## src/rtl/poly_voice_synth.sv

```systemverilog
// rtl/poly_voice_synth.sv - polyphonic note allocator, per-voice linear envelope and time-multiplexed mixer
module poly_voice_synth #(
    parameter int N_VOICES     = 8,
    parameter int PHASE_BITS   = 32,
    parameter int SAMPLE_WIDTH = 24,
    parameter int ENV_BITS     = 8,
    parameter int ATTACK_STEP  = 4,
    parameter int RELEASE_STEP = 1
) (
    input  logic                    clk_in,
    input  logic                    n_rst_in,
    input  logic                    event_valid_in,
    output logic                    event_ready_out,
    input  logic                    event_on_in,
    input  logic [6:0]              note_in,
    input  logic [6:0]              velocity_in,
    input  logic [PHASE_BITS-1:0]   phase_incr_in,
    input  logic [1:0]              wave_type_in,
    input  logic                    sample_tick_in,
    output logic [SAMPLE_WIDTH-1:0] sample_out,
    output logic                    valid_out,
    output logic [N_VOICES-1:0]     active_voices_out,
    output logic                    overrun_out
);
    localparam int SW     = SAMPLE_WIDTH;
    localparam int VIDX_W = $clog2(N_VOICES);
    localparam int ACC_W  = SW + VIDX_W;
    localparam int PROD_W = SW + ENV_BITS + 1;
    localparam logic [ENV_BITS:0]     ATK_INC  = (ENV_BITS+1)'(ATTACK_STEP);
    localparam logic [ENV_BITS-1:0]   REL_DEC  = ENV_BITS'(RELEASE_STEP);
    localparam logic signed [SW-1:0]  WAVE_MAX = {1'b0, {(SW-1){1'b1}}};

    typedef enum logic [1:0] {V_IDLE, V_ATTACK, V_SUSTAIN, V_RELEASE} voice_state_t;
    typedef enum logic [2:0] {S_WAIT, S_MIX, S_DRAIN, S_LOAD, S_DONE} mix_state_t;

    voice_state_t          v_state  [N_VOICES];
    logic [6:0]            v_note   [N_VOICES];
    logic [ENV_BITS-1:0]   v_target [N_VOICES];
    logic [ENV_BITS-1:0]   v_env    [N_VOICES];
    logic [PHASE_BITS-1:0] v_phase  [N_VOICES];
    logic [PHASE_BITS-1:0] v_incr   [N_VOICES];
    logic [1:0]            v_wave   [N_VOICES];

    mix_state_t        state, state_nxt;
    logic [VIDX_W-1:0] mix_idx;
    logic [VIDX_W-1:0] steal_ptr;

    always_ff @(posedge clk_in or negedge n_rst_in) begin
        if (!n_rst_in) begin
            state   <= S_WAIT;
            mix_idx <= '0;
        end else begin
            state   <= state_nxt;
            mix_idx <= (state == S_MIX) ? mix_idx + 1'b1 : '0;
        end
    end

    always_comb begin
        state_nxt       = state;
        event_ready_out = 1'b0;
        valid_out       = 1'b0;
        case (state)
            S_WAIT: begin
                event_ready_out = 1'b1;
                if (sample_tick_in) state_nxt = S_MIX;
            end
            S_MIX:   if (mix_idx == VIDX_W'(N_VOICES - 1)) state_nxt = S_DRAIN;
            S_DRAIN: state_nxt = S_LOAD;
            S_LOAD:  state_nxt = S_DONE;
            S_DONE: begin
                valid_out = 1'b1;
                state_nxt = S_WAIT;
            end
            default: state_nxt = S_WAIT;
        endcase
    end

    logic              accept, note_on;
    logic              match_hit, idle_hit;
    logic [VIDX_W-1:0] match_idx, idle_idx, alloc_idx;

    assign accept  = event_valid_in && event_ready_out;
    assign note_on = event_on_in && (velocity_in != 7'd0);

    // Descending scan leaves the lowest matching index in each result.
    always_comb begin
        match_hit = 1'b0;
        match_idx = '0;
        idle_hit  = 1'b0;
        idle_idx  = '0;
        for (int i = N_VOICES - 1; i >= 0; i--) begin
            if (v_state[i] != V_IDLE && v_note[i] == note_in) begin
                match_hit = 1'b1;
                match_idx = VIDX_W'(i);
            end
            if (v_state[i] == V_IDLE) begin
                idle_hit = 1'b1;
                idle_idx = VIDX_W'(i);
            end
        end
        alloc_idx = idle_hit ? idle_idx : steal_ptr;
    end

    voice_state_t          cur_state, upd_state;
    logic [ENV_BITS-1:0]   cur_env, upd_env;
    logic [ENV_BITS:0]     env_sum;
    logic [SW-1:0]         p;
    logic [SW-2:0]         fold;
    logic signed [SW-1:0]  wave_val, voice_out;
    logic signed [PROD_W-1:0] wave_ext, env_ext, prod;

    // The mix of a voice uses the envelope after this tick's step and the phase before it.
    always_comb begin
        cur_state = v_state[mix_idx];
        cur_env   = v_env[mix_idx];
        upd_state = cur_state;
        upd_env   = cur_env;
        env_sum   = {1'b0, cur_env} + ATK_INC;
        case (cur_state)
            V_ATTACK: begin
                if (env_sum >= {1'b0, v_target[mix_idx]}) begin
                    upd_env   = v_target[mix_idx];
                    upd_state = V_SUSTAIN;
                end else begin
                    upd_env = env_sum[ENV_BITS-1:0];
                end
            end
            V_RELEASE: begin
                if (cur_env <= REL_DEC) begin
                    upd_env   = '0;
                    upd_state = V_IDLE;
                end else begin
                    upd_env = cur_env - REL_DEC;
                end
            end
            V_SUSTAIN: upd_env = cur_env;
            default:   upd_env = '0;
        endcase

        p    = v_phase[mix_idx][PHASE_BITS-1 -: SW];
        fold = p[SW-1] ? ~p[SW-2:0] : p[SW-2:0];
        case (v_wave[mix_idx])
            2'd0:    wave_val = {~p[SW-1], p[SW-2:0]};
            2'd1:    wave_val = p[SW-1] ? -WAVE_MAX : WAVE_MAX;
            2'd2:    wave_val = {~fold[SW-2], fold[SW-3:0], 1'b0};
            default: wave_val = '0;
        endcase

        wave_ext  = PROD_W'(wave_val);
        env_ext   = PROD_W'({1'b0, upd_env});
        prod      = wave_ext * env_ext;
        voice_out = (cur_state == V_IDLE) ? '0 : SW'(prod >>> ENV_BITS);
    end

    always_ff @(posedge clk_in or negedge n_rst_in) begin
        if (!n_rst_in) begin
            for (int i = 0; i < N_VOICES; i++) begin
                v_state[i]  <= V_IDLE;
                v_note[i]   <= '0;
                v_target[i] <= '0;
                v_env[i]    <= '0;
                v_phase[i]  <= '0;
                v_incr[i]   <= '0;
                v_wave[i]   <= '0;
            end
            steal_ptr <= '0;
        end else if (accept) begin
            if (note_on && match_hit) begin
                v_state[match_idx]  <= V_ATTACK;
                v_target[match_idx] <= ENV_BITS'({velocity_in, 1'b0});
                v_incr[match_idx]   <= phase_incr_in;
                v_wave[match_idx]   <= wave_type_in;
            end else if (note_on) begin
                v_state[alloc_idx]  <= V_ATTACK;
                v_note[alloc_idx]   <= note_in;
                v_target[alloc_idx] <= ENV_BITS'({velocity_in, 1'b0});
                v_env[alloc_idx]    <= '0;
                v_phase[alloc_idx]  <= '0;
                v_incr[alloc_idx]   <= phase_incr_in;
                v_wave[alloc_idx]   <= wave_type_in;
                if (!idle_hit) steal_ptr <= steal_ptr + 1'b1;
            end else begin
                for (int i = 0; i < N_VOICES; i++) begin
                    if (v_note[i] == note_in && (v_state[i] == V_ATTACK || v_state[i] == V_SUSTAIN))
                        v_state[i] <= V_RELEASE;
                end
            end
        end else if (state == S_MIX) begin
            v_state[mix_idx] <= upd_state;
            v_env[mix_idx]   <= upd_env;
            if (cur_state != V_IDLE) v_phase[mix_idx] <= v_phase[mix_idx] + v_incr[mix_idx];
        end
    end

    logic signed [SW-1:0]    mul_q;
    logic                    mul_vld;
    logic signed [ACC_W-1:0] acc;

    always_ff @(posedge clk_in or negedge n_rst_in) begin
        if (!n_rst_in) begin
            mul_q       <= '0;
            mul_vld     <= 1'b0;
            acc         <= '0;
            sample_out  <= '0;
            overrun_out <= 1'b0;
        end else begin
            mul_vld <= (state == S_MIX);
            if (state == S_MIX) mul_q <= voice_out;
            if (state == S_WAIT && sample_tick_in) acc <= '0;
            else if (mul_vld) acc <= acc + ACC_W'(mul_q);
            if (state == S_LOAD) sample_out <= SW'(acc >>> VIDX_W);
            overrun_out <= sample_tick_in && (state != S_WAIT);
        end
    end

    always_comb begin
        active_voices_out = '0;
        for (int i = 0; i < N_VOICES; i++) active_voices_out[i] = (v_state[i] != V_IDLE);
    end
endmodule

```

## config.mk

```make
export PLATFORM = sky130hd
export DESIGN_NAME = poly_voice_synth
export DESIGN_NICKNAME = d
export VERILOG_FILES = /design/src/rtl/poly_voice_synth.sv
export SDC_FILE = /design/constraint.sdc
export NUM_CORES = 2
export LEC_CHECK = 0
export CAP_MARGIN = 5
export CORE_AREA = 2 2 391 393
export CTS_CLUSTER_DIAMETER = 80
export DETAILED_ROUTE_END_ITERATION = 10
export DIE_AREA = 0 0 393 395
export DONT_BUFFER_PORTS = 1
export RECOVER_POWER = 100
export SYNTH_ARGS = -nofsm -noshare
export SYNTH_HDL_FRONTEND = slang
export SYNTH_SLANG_ARGS = --single-unit
```

## constraint.sdc

```tcl
create_clock -name clk_in -period 11.86 [get_ports clk_in]
set_input_delay 2.372 -clock clk_in [delete_from_list [all_inputs] [get_ports clk_in]]
set_output_delay 2.372 -clock clk_in [all_outputs]
set_load 0.01 [all_outputs]
```

# After elaboration in Yosys (flattened, before gate mapping)
# Cells that the tools add are included.
# word_totals
in_bits	53
ff_bits	814
output_inout_bits	35
# classes
reduce_logical	72
n_addsub	6
bitwise	18
n_eq_ne	46
n_mux	126
n_lt_le_gt_ge	8
multipliers	1
# ops
cell	count
256-bit 2-to-1 mux	7
256-bit bitwise mux	3
64-bit 2-to-1 mux	6
32-bit demux with 3-bit select	3
256-bit bitwise AND	1
256-bit NOT	1
32-bit 2-to-1 mux	7
32-bit binary-select mux with 3-bit select	2
64-bit bitwise mux	3
16-bit 2-to-1 mux	6
8-bit demux with 3-bit select	3
8-bit 2-to-1 mux	9
24-bit one-hot mux with 3 select lines	1
64-bit bitwise AND	1
64-bit NOT	1
3-bit 2-to-1 mux	20
56-bit bitwise mux	1
7-bit equality test	8
27-bit 2-to-1 mux	2
8-bit binary-select mux with 3-bit select	2
16-bit bitwise mux	3
24-bit 2-to-1 mux	2
2-bit 2-to-1 mux	17
32-bit adder	1
other kinds (42)	167

# Longest topological paths before layout
# logic_depth
ltp_word	20
mapped_depth	45
mapped_depth_nobuf	40

# Worst setup path after synthesis
# No wires, ideal clock.
# synth_timing
path_kind	register to register
startpoint	register mix_idx[0]
endpoint	register mul_q[21]
stages_incl_launch_ff	43
slack_ns	2.735
path_buffers	7
t_arrival_ns	9.004
t_required_ns	11.738
setup_ns	0.122
path_cell_list	dfrtp_1 buf_2 buf_4 buf_2 mux2_2 a221oi_1 nor2_1 a221oi_2 inv_1 ha_1 a21bo_2 nor2_1 xnor2_1 ha_1 o211ai_1 a21oi_1 o22ai_1 o41ai_4 [... 7 more ...] inv_1 fa_1 fa_1 inv_1 fa_1 inv_1 ha_1 clkbuf_1 a21o_1 a21o_1 a21o_1 a21oi_1 nor2b_1 o21ai_0 o21ai_0 a211o_1 or2_2 a32o_1
# synth_via
elab_chain_cells	10
elab_cells_between_ends	38
# synth_lines
element	line	rtl
from (decl)	45	logic [VIDX_W-1:0] mix_idx;
from (signal assigned)	54	mix_idx <= (state == S_MIX) ? mix_idx + 1'b1 : '0;
3-bit NOT with 4-bit output (implied by the code) (*)	-	
8-bit binary-select mux with 3-bit select / 32-bit binary-select mux with 3-bit select (equally long branches)	115, 140	
8-bit 2-to-1 mux (implied by the code) / 32-bit 2-to-1 mux (equally long branches) (2 in a row)	115, 140	
8-bit by 3-bit adder with 9-bit output / 23-bit NOT (equally long branches)	118, 141	
9-bit by 8-bit >= comparator with 1-bit output / 23-bit 2-to-1 mux (equally long branches)	121, 141	
8-bit 2-to-1 mux / 1-bit NOT (equally long branches)	121, 145	
8-bit one-hot mux with 3 select lines / 24-bit one-hot mux with 3 select lines (equally long branches)	119, 142	
24-bit by 9-bit multiplier with 32-bit output	151	prod = wave_ext * env_ext;
24-bit 2-to-1 mux (*)	152	voice_out = (cur_state == V_IDLE) ? '0 : SW'(prod >>> ENV_BITS);
to (signal assigned)	208	if (state == S_MIX) mul_q <= voice_out;
to (decl)	195	logic signed [SW-1:0] mul_q;
# Mark *: on every way between the ends. The rest lies on a longest branch, timed or not. The select of a mux whose other input is x is not followed.
# A chain may end at the register's enable or synchronous reset.

# Final worst setup path
# layout_timing
startpoint	register mix_idx[0]
endpoint	register mul_q[17]
# Same word-level chain as after synthesis.

==> impl_metrics.env <==
export IMPL_rsz_0062_raised_after_global_routing="false"
export IMPL_arrival_ps=11400
export IMPL_postCtsSetupBuffers=0
export IMPL_detail_route_first_pass_iterations=5
export IMPL_die_w_microns=393
export IMPL_synthTopCellsByCount="sky130_fd_sc_hd__dfrtp_1 (806), sky130_fd_sc_hd__mux2_2 (406), sky130_fd_sc_hd__nand2_1 (386)"
export IMPL_synth_seq_cells=806
export IMPL_clk_transition_reported_paths_ps=60
export IMPL_synth_area_top_cells="sky130_fd_sc_hd__dfrtp_1 (45%), sky130_fd_sc_hd__mux2_2 (10%), sky130_fd_sc_hd__fa_1 (6.6%)"
export IMPL_num_nets_final=4451
export IMPL_cts_hold_fix_buffers=0
export IMPL_synth_lib_cells_used_distinct=85
export IMPL_violations="capacitance limit, slew limit"
export IMPL_wire_length_of_the_first_global_routing_pass_microns=213000
export IMPL_min_path_type="reg -> reg"
export IMPL_final_weighted_congestion_in_routability_driven_placement=0.923
export IMPL_synth_cells=4203
export IMPL_timing_rr_start="mix_idx[0]$_DFF_PN0_"
export IMPL_detailedRoute_firstIterationViolations=3084
export IMPL_clockRootBuffer="sky130_fd_sc_hd__clkbuf_16"
export IMPL_cts_inserted_buffers=84
export IMPL_critical_path_max_fanout=57
export IMPL_cell_type_with_the_highest_aggregate_area_in_the_netlist="sky130_fd_sc_hd__dfrtp_1"
export IMPL_port_buf_inserts=0
export IMPL_track_usage=0.176
export IMPL_clock_skew_final_ps=69.0
export IMPL_most_instantiated_library_cell_after_synthesis="sky130_fd_sc_hd__dfrtp_1"
export IMPL_setup_worst_path_class="reg -> reg"
export IMPL_critical_path_top_delay_family="compound AO/OA/AOI/OAI gates"
export IMPL_via_density_per_instance=5.42
export IMPL_clock_sink_count=806
export IMPL_synth_flop_cell="sky130_fd_sc_hd__dfrtp_1"
export IMPL_worst_slew_pin_transition_ps=8210
export IMPL_grt_max_degree=807
export IMPL_synth_edff_count=0
export IMPL_worstSetupStartpointType="flip-flop"
export IMPL_postRouteAntennaNets=0
export IMPL_synth_warning_count=0
export IMPL_placementRows=143
export IMPL_initial_utilization=0.298
export IMPL_resized_cells_post_cts=0
export IMPL_finalSetupTns_ps=0
export IMPL_relSlewSlack=-4.47
export IMPL_via_count=33633
export IMPL_critical_path_slowest_cell="sky130_fd_sc_hd__dfrtp_4"
export IMPL_finalWirelength_microns=138000
export IMPL_maximum_frequency_from_static_timing_analysis_ghz=0.0922
export IMPL_clk_insertion_delay_late_ps=720
export IMPL_synthesis_nets=4543
export IMPL_synth_async_reset_ratio=1.00
export IMPL_crit_required_ps=12410
export IMPL_min_delay_start="steal_ptr[2]$_DFFE_PN0P_"
export IMPL_globalRouteOverflowTotal=0
export IMPL_die_y_microns=395
export IMPL_tritoncts="done"
export IMPL_route_detailed_wl_per_inst_microns=22.2
export IMPL_critPathLaunch="mix_idx[0]$_DFF_PN0_"
export IMPL_initial_antenna_violation_count=0
export IMPL_max_cap_violations=19
export IMPL_via_count_of_the_first_global_routing_pass=33824
export IMPL_setup_viol_count_final=0
export IMPL_layout_cells_sized_above_1=0.154
export IMPL_core_area_sq_um=151000
export IMPL_avgSynthCellArea_sq_um=10.7
export IMPL_status="finished with violations"
export IMPL_crit_path_frequent_cell="sky130_fd_sc_hd__ha_1"
export IMPL_final_max_slew_violation_count=948
export IMPL_synth_cell_area_sq_um=45100
export IMPL_ctsHtreeMaxLevel=3
export IMPL_cts_root_to_sink_buffers=3
export IMPL_synthDominantCellAreaShare=0.447
export IMPL_num_antenna_cells=0
export IMPL_flow_area_growth_from_synthesis_pct=11.1
export IMPL_min_period_over_period=0.915
export IMPL_detailed_place_hpwl_microns=85400
export IMPL_crit_path_capture_type="flip-flop"
export IMPL_finalHoldViolCount=0
export IMPL_worst_path_buf_inv=2
export IMPL_drt_drc_violations_left=0
export IMPL_min_period_ps=10850
export IMPL_die_area_sq_um=155000
export IMPL_num_fill_cells=15241
export IMPL_ys_seq_area_frac=0.447
export IMPL_ioPinCount=88
export IMPL_critPathMaxStageDelay_ps=1030
-- layout make-up --
type                       count  area [sq um]  share of cell area
clock inverter                32           452             0.00901
sequential                   806         20200               0.402
tap                         2030          2540              0.0507
clock buffer                 121          2400              0.0479
multi-input combinational   2864         23000               0.458
inverter                     283          1060              0.0212
timing repair buffer          72           528              0.0105
-- per-layer routing --
metal  global-route usage  share of wire  vias up
li1                     -              -    14859
met3               0.0367          0.077      284
met4               0.0606          0.034        0
met5                    0              0        -
met2                0.265           0.44     1311
met1                0.249           0.45    17179
-- through the flow --
step | setup WS (ps) | utilization | instance area [sq um] | instances | hold WS, ps
6_report | 1010 | 0.332 | 50100 | 6208 | 477
3_3_place_gp | 1550 | 0.313 | 47300 | 6051 | 459
3_5_place_dp | 1320 | 0.313 | 47300 | 6051 | 463
5_1_grt | 259 | 0.332 | 50100 | 6208 | 492
4_1_cts | 1260 | 0.332 | 50200 | 6204 | 471
2_1_floorplan | 2730 | - | 45100 | 4203 | 440
-- layout by cell type, fill, tap and decap left out, drive strengths merged, types with 141 or more instances in the layout --
master and instances:
nand2 386, dfrtp 806, inv 286, a21oi 161
mux2 406, a22oi 173, clkbuf 141, a22o 286
o21ai 188, fa 149, nor2 228
-- worst register-to-register path, delay by kind of cell (launching register included) --
family          cells  cell delay, ps
flops               1            1030
simple gates        5            1090
buf+inv             2             210
fa+ha+maj           7            2580
xor+xnor            2             310
compound gates     15            5530
-- sequential cells by signal, indices dropped and copies added, names as in the netlist, 16 cells and up --
name and count:
v_incr 256, v_phase 256, v_env 64, v_note 56, v_target 56, acc 27
mul_q 24, sample_out 24, v_state 16, v_wave 16
-- kinds of logic after synthesis --
kind of cell               count (synthesis)  share of synthesized area
DFF                                      806                      0.447
buffers and inverters                    533                     0.0453
AOI/OAI and AO/OA                       1094                      0.176
muxes                                    458                      0.113
and+or+nand+nor                          886                     0.0874
xor gates and xnor gates                 139                     0.0270
adders and majority gates                287                      0.104
-- final timing paths --
| check | to | slack, ps | cells past startpoint |
|---|---|---|---|
| setup reg to reg | mul_q[17]$_DFFE_PN0P_ | 1010 | 31 |
| hold reg to reg | steal_ptr[2]$_DFFE_PN0P_ | 480 | 1 |
| setup / recovery | mul_q[17]$_DFFE_PN0P_ | 1010 | 31 |
| hold / removal | steal_ptr[2]$_DFFE_PN0P_ | 480 | 1 |
| max in group asynchronous | v_phase[8]$_DFFE_PN0P_ | 2090 | 1 |
| min in group asynchronous | v_note[0]$_DFFE_PN0P_ | 5000 | 1 |
Power is not shown: default switching activity piles up to over one toggle a cycle in this logic, so the estimate is an artifact.
